**config.mk**
```make
export PLATFORM = sky130hd
export DESIGN_NAME = fifo_rd_ctrl
export DESIGN_NICKNAME = d
export VERILOG_FILES = /design/src/rtl/fifo_pkg.sv /design/src/rtl/fifo_sync_2ff.sv /design/src/rtl/fifo_rd_ctrl.sv
export SDC_FILE = /design/constraint.sdc
export NUM_CORES = 1
export LEC_CHECK = 0
export CAP_MARGIN = 20
export CELL_PAD_IN_SITES_DETAIL_PLACEMENT = 1
export CELL_PAD_IN_SITES_GLOBAL_PLACEMENT = 2
export CORE_MARGIN = 1
export CORE_UTILIZATION = 35
export CTS_CLUSTER_DIAMETER = 40
export CTS_CLUSTER_SIZE = 30
export DETAILED_ROUTE_END_ITERATION = 10
export DONT_BUFFER_PORTS = 1
export PLACE_DENSITY = 0.68
export SLEW_MARGIN = 20
export SYNTH_ARGS = -nofsm -noshare
export SYNTH_HDL_FRONTEND = slang
export SYNTH_HIERARCHICAL = 1
export SYNTH_SLANG_ARGS = --single-unit
```
**constraint.sdc**
```tcl
create_clock -name r_clk -period 7.4 [get_ports r_clk]
set_input_delay 1.11 -clock r_clk [delete_from_list [all_inputs] [get_ports r_clk]]
set_output_delay 1.11 -clock r_clk [all_outputs]
set_load 0.03 [all_outputs]
```
**src/rtl/fifo_pkg.sv**
```systemverilog
`default_nettype none
// ============================================================================
// fifo_pkg: shared FIFO widths, read-FSM state type and Gray-code helpers.
// Revision: 1.0
// ============================================================================
package fifo_pkg;

  localparam int FIFO_DATA_WIDTH = 8;
  localparam int FIFO_ADDR_WIDTH = 4;
  localparam int PTR_MAX_W       = 32;

  typedef enum logic [1:0] {
    IDLE  = 2'd0,
    FETCH = 2'd1,
    VALID = 2'd2
  } rd_state_t;

  // Operate on zero-extended pointers, so one pair serves every pointer
  // width up to PTR_MAX_W; callers cast back down to their own width.
  function automatic logic [PTR_MAX_W-1:0] bin2gray(input logic [PTR_MAX_W-1:0] b);
    return b ^ (b >> 1);
  endfunction

  function automatic logic [PTR_MAX_W-1:0] gray2bin(input logic [PTR_MAX_W-1:0] g);
    logic [PTR_MAX_W-1:0] b;
    b[PTR_MAX_W-1] = g[PTR_MAX_W-1];
    for (int i = PTR_MAX_W - 2; i >= 0; i--) begin
      b[i] = b[i+1] ^ g[i];
    end
    return b;
  endfunction

endpackage
`default_nettype wire

```
**src/rtl/fifo_sync_2ff.sv**
```systemverilog
`default_nettype none
// ============================================================================
// fifo_sync_2ff: STAGES-deep flop chain for crossing a Gray pointer between
// clock domains; asynchronous active-high reset to zero.
// Revision: 1.0
// ============================================================================
module fifo_sync_2ff #(
  parameter int WIDTH  = 1,
  parameter int STAGES = 2
) (
  input  logic             clk,
  input  logic             rst,
  input  logic [WIDTH-1:0] i_d,
  output logic [WIDTH-1:0] o_q
);

  logic [STAGES-1:0][WIDTH-1:0] r_sync;

  always_ff @(posedge clk or posedge rst) begin
    if (rst) begin
      r_sync <= '0;
    end else begin
      r_sync <= {r_sync[STAGES-2:0], i_d};
    end
  end

  assign o_q = r_sync[STAGES-1];

endmodule
`default_nettype wire

```
**src/rtl/fifo_rd_ctrl.sv**
```systemverilog
`default_nettype none
// ============================================================================
// fifo_rd_ctrl: read-domain controller of the async FIFO; syncs the write
// pointer, tracks empty/level, fetches RAM words onto a valid/ready port.
// Revision: 1.0
// ============================================================================
module fifo_rd_ctrl
  import fifo_pkg::*;
#(
  parameter int DATA_WIDTH  = FIFO_DATA_WIDTH,
  parameter int ADDR_WIDTH  = FIFO_ADDR_WIDTH,
  parameter int SYNC_STAGES = 2
) (
  input  logic                  r_clk,
  input  logic                  r_rst,
  input  logic [ADDR_WIDTH:0]   wptr_gray,
  output logic [ADDR_WIDTH:0]   rptr_gray,
  output logic [ADDR_WIDTH-1:0] ram_raddr,
  input  logic [DATA_WIDTH-1:0] ram_rdata,
  output logic [DATA_WIDTH-1:0] dout,
  output logic                  dout_valid,
  input  logic                  dout_ready,
  output logic                  rempty,
  output logic [ADDR_WIDTH:0]   rlevel
);

  localparam int PTR_W = ADDR_WIDTH + 1;

  logic [PTR_W-1:0]      w_wq_gray;
  logic [PTR_W-1:0]      w_wq_bin;
  logic [PTR_W-1:0]      w_bin_inc;
  logic [PTR_W-1:0]      w_gray_inc;
  logic [PTR_W-1:0]      r_bin;
  logic [PTR_W-1:0]      r_rptr_gray;
  logic [DATA_WIDTH-1:0] r_dout;
  logic                  r_dout_valid;
  rd_state_t             r_state;
  rd_state_t             w_state_nxt;
  logic                  w_rd_inc;
  logic                  w_capture;

  fifo_sync_2ff #(
    .WIDTH  (PTR_W),
    .STAGES (SYNC_STAGES)
  ) u_wptr_sync (
    .clk (r_clk),
    .rst (r_rst),
    .i_d (wptr_gray),
    .o_q (w_wq_gray)
  );

  assign w_wq_bin   = PTR_W'(gray2bin(PTR_MAX_W'(w_wq_gray)));
  assign w_bin_inc  = r_bin + PTR_W'(1);
  assign w_gray_inc = PTR_W'(bin2gray(PTR_MAX_W'(w_bin_inc)));

  assign rempty     = (r_rptr_gray == w_wq_gray);
  assign rlevel     = w_wq_bin - r_bin;
  assign ram_raddr  = r_bin[ADDR_WIDTH-1:0];
  assign rptr_gray  = r_rptr_gray;
  assign dout       = r_dout;
  assign dout_valid = r_dout_valid;

  always_comb begin
    w_state_nxt = r_state;
    w_rd_inc    = 1'b0;
    w_capture   = 1'b0;
    case (r_state)
      IDLE: begin
        if (!rempty) begin
          w_rd_inc    = 1'b1;
          w_state_nxt = FETCH;
        end
      end
      FETCH: begin
        // RAM output now holds the word addressed before the increment.
        w_capture   = 1'b1;
        w_state_nxt = VALID;
      end
      VALID: begin
        if (dout_ready) begin
          if (!rempty) begin
            w_rd_inc    = 1'b1;
            w_state_nxt = FETCH;
          end else begin
            w_state_nxt = IDLE;
          end
        end
      end
      default: w_state_nxt = IDLE;
    endcase
  end

  always_ff @(posedge r_clk or posedge r_rst) begin
    if (r_rst) begin
      r_state      <= IDLE;
      r_bin        <= '0;
      r_rptr_gray  <= '0;
      r_dout_valid <= 1'b0;
    end else begin
      r_state      <= w_state_nxt;
      r_dout_valid <= (w_state_nxt == VALID);
      if (w_rd_inc) begin
        r_bin       <= w_bin_inc;
        r_rptr_gray <= w_gray_inc;
      end
    end
  end

  always_ff @(posedge r_clk or posedge r_rst) begin
    if (r_rst) begin
      r_dout <= '0;
    end else if (w_capture) begin
      r_dout <= ram_rdata;
    end
  end

endmodule
`default_nettype wire

```
==> results of run 1 <==
final cells by class:
type,instances,area (sq um),area share (%)
Tap cell,50,62.6,3.94
Inverter,12,45.0,2.84
Clock buffer,6,82.6,5.21
Sequential cell,30,751,47.3
Clock inverter,1,30.0,1.89
Multi-Input combinational cell,63,616,38.8
flip-flops by register name (all words and copies together) (netlist names):
signal	flops
dout	8
dout_valid	1
r_bin	5
r_state	2
rptr_gray	4
u_wptr_sync/o_q	5
u_wptr_sync/r_sync	5
final timing paths:
kind | startpoint | endpoint
setup / recovery | u_wptr_sync/o_q[4] | rlevel[4]
setup reg to reg | r_bin[1] | rptr_gray[3]
hold reg to reg | u_wptr_sync/r_sync[0] | u_wptr_sync/o_q[0]
hold / removal | u_wptr_sync/r_sync[0] | u_wptr_sync/o_q[0]
max in group asynchronous | r_rst | dout[7]
min in group asynchronous | r_rst | u_wptr_sync/o_q[1]
stage by stage:
step / std cells / util [%] / instance area [sq um]
after floorplan: 111 / - / 1450
after global placement: 155 / 36.8 / 1470
after detailed placement: 155 / 36.8 / 1470
after CTS: 162 / 39.7 / 1590
after global routing: 162 / 39.7 / 1590
final: 162 / 39.7 / 1590
metal layers:
metal	GRT usage (%)	vias to the layer above
met1	14.9	379
met3	6.38	6
met4	8.78	0
met5	0	-
li1	-	360
met2	17.3	22
cell usage after synthesis:
cell | n | area share (%)
dfrtp_1 | 30 | 52
inv_1 | 12 | 3.1
xnor2_1 | 11 | 6.6
xor2_1 | 10 | 6.0
mux2_2 | 8 | 6.2
buf_4 | 5 | 2.6
ha_1 | 5 | 4.3
mux2_4 | 5 | 5.2
nand2b_1 | 3 | 1.3
a211oi_1 | 2 | 1.0
a21o_1 | 2 | 1.0
a21oi_1 | 2 | 0.69
nand2_1 | 2 | 0.52
o21ai_0 | 2 | 0.69
a2111oi_2 | 1 | 1.0
a21boi_0 | 1 | 0.52
a21oi_4 | 1 | 1.1
and2_2 | 1 | 0.52
and3_1 | 1 | 0.43
clkbuf_1 | 1 | 0.26
fa_1 | 1 | 1.4
nand3_1 | 1 | 0.34
nand4_1 | 1 | 0.43
nor4_4 | 1 | 1.5
o22ai_1 | 1 | 0.43
xnor2_2 | 1 | 1.1
worst max-delay path, cell delays in order (launching register included):
cell and delay, ps:
dfrtp_1 420, xor2_1 230, xnor2_1 190, xor2_1 320, xor2_1 110, ha_1 230
fa_1 440, inv_1 80, a21o_1 110, a21oi_1 70, xnor2_1 550
logic make-up (layout without fill, tap and decap cells):
logic type	count (synthesis)	count (layout)	share of synthesized area (%)
compound gates	12	12	6.55
buf+inv	18	19	5.94
mux	13	13	11.4
flops	30	30	51.7
simple gates	10	10	5.00
xor+xnor	22	22	13.8
fa+ha+maj	6	6	5.68
==> flow_summary_export.csv, run 1 <==
group,metric,value,unit
sta,slew_headroom,48.7,%
sta,max_freq,242,MHz
sta,fin_crit_sh,55.8,%
flow_run,max_cap_violations,0,
clock_network,cts_hold_buf,0,
clock_network,ctsResizeCount,0,
setup_path,required,6290,ps
routing,dr.pass1.iters,4,
sta,clock_skew,7.81,ps
clock_network,clkLatencyLatePin,280,ps
sta,setup_tns,0,ps
setup_path,arrival,3020,ps
logic_synthesis,ys_ff_latch,30,
routing,via_count,767,
place,dp_slack,3530,ps
place,gp_congestion,0.741,
global_routing,grt_util_all_layers,12.6,%
min_path,hold_class,"register to register",
die,ios,40,
setup_path,worstRegToRegCells,5,
cells_and_area,final_cell_mix,"dfrtp_1, inv_1, xnor2_1",
logic_synthesis,synth_cell_types,26,
cells_and_area,drive_above_1_share,22.3,%
sta,rsz0062_at_grt,"false",
sta,setup_viol,0,
routing,routed_via_density,4.73,
clock_network,cts_tree,"built",
clock_network,post_cts_buffers,0,
cells_and_area,antenna_cells,0,
logic_synthesis,syn-instance-count,111,
die,initial_utilization,36.3,%
sta,hold_viol_final,0,
cells_and_area,nNetsFinal,134,
clock_network,cts_buffers,5,
sta,setup_ws,3270,ps
global_routing,gr-total-overflow,0,
global_routing,grt_first_pass_wirelength,3820,um
logic_synthesis,post_synth_instance_area,1450,sq um
status,status,"completed",
setup_path,start_kind,"register",
setup_path,path_max_fanout,3,
routing,wl_met1,1040,um
logic_synthesis,avgSynthCellArea,13.1,sq um
setup_path,rrSetupSlack,5530,ps
routing,drt_wl_total,2400,um
routing,drtAntennaViolNets,0,
clock_network,clockBufferDepth,2,
cells_and_area,area_delta_synth_final,9.22,%
logic_synthesis,ys_seq_area_share,51.7,%
routing,wl_met3,185,um
min_path,min_path_cells,0,
routing,wl_met2,1120,um
setup_path,crit_type,"register to primary output",
clock_network,path_clk_slew,60,ps
routing,drt_drc_violations_left,0,
clock_network,root_buffer,"clkbuf_8",
cells_and_area,n_fill_cell,434,
logic_synthesis,yosys_warnings,6,
routing,wl_per_cell,14.8,um
global_routing,antenna_found_initial,0,
routing,drt_iter0_markers,23,
die,fp.dieH,66.4,um
cells_and_area,layout_commonest_cell,"dfrtp_1",
setup_path,end_kind,"primary output",
global_routing,grt_start_max_net_pins,21,
global_routing,grt_pass1_vias,746,
logic_synthesis,syn-num-nets,133,
clock_network,cts_max_level,2,
sta,slew_violations,0,
die,core-area,4000,sq um
sta,worstMarginPinSlew,769,ps
die,rows,23,
sta,finalCriticalPeriod,4130,ps
sta,holdWs,349,ps
place,hpwlAfterDp,1870,um
clock_network,cts_sinks,30,
place,portBuffers,0,
routing,routed.top_layer,"met4",
die,die-area,4410,sq um
die,die_x,66.4,um
Power of run 1 is not shown: default switching activity piles up to over one toggle a cycle in this logic, so the estimate is an artifact.
==> run 2: changes to the inputs <==
- PLACE_DENSITY: 0.68 -> 0.71
- clock period: 7.4 -> 3.3 ns (I/O delays scaled with it)
==> run 2 against run 1 <==
Utilization up 1.2 points; first-iteration DRC count up 8.7%; die area unchanged; critical path depth up 1; sequential share of layout area down 1.3 points; via count up 3.5%; critical path type unchanged; critical endpoint unchanged.
==> flow_summary_export.csv, run 2 (synthesized netlist as in run 1, its figures left out) <==
group,metric,value,unit
status,status,"completed",
setup_path,crit_top_cell,"xor2_1",
place,hpwlAfterDp,1980,um
die,core-area,4000,sq um
global_routing,grt_pass1_vias,846,
sta,holdWs,73.2,ps
die,die-area,4410,sq um
cells_and_area,n_fill_cell,415,
cells_and_area,nNetsFinal,140,
sta,slew_headroom,48.8,%
global_routing,antenna_found_initial,0,
setup_path,start_kind,"register",
routing,drtAntennaViolNets,0,
sta,clock_skew,6.57,ps
cells_and_area,antenna_cells,0,
routing,via_count,794,
routing,routed_via_density,4.70,
cells_and_area,final_cell_mix,"dfrtp_1, inv_1, xnor2_1",
clock_network,cts_tree,"built",
die,initial_utilization,36.3,%
cells_and_area,largest_reg_flops,8,
sta,worstMarginPinSlew,768,ps
routing,drt_iter0_markers,25,
setup_path,path_max_fanout,2,
clock_network,cts_sinks,30,
sta,slew_violations,0,
routing,drt_drc_violations_left,0,
setup_path,cp_slowest_cell,"dfrtp_2",
routing,dr.pass1.iters,4,
clock_network,clkLatencyLatePin,270,ps
sta,max_freq,318,MHz
die,rows,23,
place,gp_congestion,0.710,
flow_run,max_cap_violations,0,
sta,fin_crit_sh,95.3,%
sta,setup_viol,0,
setup_path,arrival,2650,ps
global_routing,grt_start_max_net_pins,21,
clock_network,cts_buffers,5,
cells_and_area,layout_commonest_cell,"dfrtp_1",
setup_path,crit_type,"register to primary output",
setup_path,rr_startpoint,"rptr_gray[0]",
die,fp.dieH,66.4,um
setup_path,required,2800,ps
global_routing,gr-total-overflow,0,
setup_path,end_kind,"primary output",
cells_and_area,multi_input_area,639,sq um
setup_path,startpoint,"u_wptr_sync/o_q[4]",
clock_network,clockBufferDepth,2,
global_routing,grt_first_pass_wirelength,4160,um
setup_path,path_cells,"xor2_2 > xnor2_2 > xor2_1 > xor2_1 > ha_2 > fa_2 > inv_1 > a21o_1 > a21oi_2 > xnor2_1 > buf_4",
setup_path,slowest_delay,440,ps
global_routing,grt_util_all_layers,13.0,%
clock_network,path_clk_slew,70,ps
clock_network,cts_max_level,2,
sta,hold_viol_final,0,
clock_network,root_buffer,"clkbuf_8",
routing,wl_per_cell,15.4,um
sta,finalCriticalPeriod,3150,ps
routing,drt_wl_total,2610,um
cells_and_area,area_delta_synth_final,12.6,%
min_path,hold_class,"input port to async pin",
global_routing,use_met3,5.34,%
global_routing,use_met1,16.7,%
global_routing,grt_use_met2,19.9,%
clock_network,cts_hold_buf,0,
global_routing,grt-busiest-layer,"met2",
die,die_x,66.4,um
place,portBuffers,0,
cells_and_area,drive_above_1_share,31.1,%
die,ios,40,
cells_and_area,regArea,752,sq um
==> run 2: layer usage <==
metal  vias up  share of wire [%]
li1        371                  -
met1       404                 43
met2        17                 51
met3         2                5.4
met4         0               0.42
met5         -                  0
==> run 2: cell type report <==
type / count / share of cell area, %
clock buffers: 7 / 5.28
inverters: 12 / 2.75
multi-input cells: 63 / 39.1
repair buffers: 6 / 2.75
well taps: 50 / 3.83
flip-flops and latches: 30 / 46.0
clock inverters: 1 / 0.306
==> run 2: timing repair <==
action,CTS,global route
setup endpoints to repair,1,1
pin swaps,1,3
buffers inserted,1,1
resized for setup,0,6
==> run 2: path summary, 6_finish.rpt <==
path	to	slack (ps)	cells past startpoint
worst max-delay path	rlevel[4]	150	11
worst min-delay path	u_wptr_sync/o_q[3]	70	1
worst max register to register	r_bin[1]	1420	4
worst min register to register	u_wptr_sync/o_q[4]	340	0
max in group asynchronous	rptr_gray[2]	2570	1
min in group r_clk	u_wptr_sync/r_sync[3]	250	0
==> run 2: per-stage QoR <==
stage / setup TNS, ps / std cells / instance area (sq um) / worst slack [ps] / util (%)
2_1_floorplan: 0 / 111 / 1450 / 182 / -
3_3_place_gp: 0 / 159 / 1500 / 356 / 37.6
3_5_place_dp: 0 / 159 / 1500 / 257 / 37.6
4_1_cts: 0 / 168 / 1600 / 19.4 / 40.1
5_1_grt: -3.72 / 169 / 1640 / -3.72 / 40.9
6_report: 0 / 169 / 1640 / 155 / 40.9
==> run 2: critical path: cells and delay by family (launching register included) <==
kind | cells | cell delay (ps)
xor gates and xnor gates | 5 | 920
adders and majority gates | 2 | 460
DFF | 1 | 440
AOI/OAI and AO/OA | 2 | 320
buffers and inverters | 2 | 230
Power of run 2 is left out for the same reason.
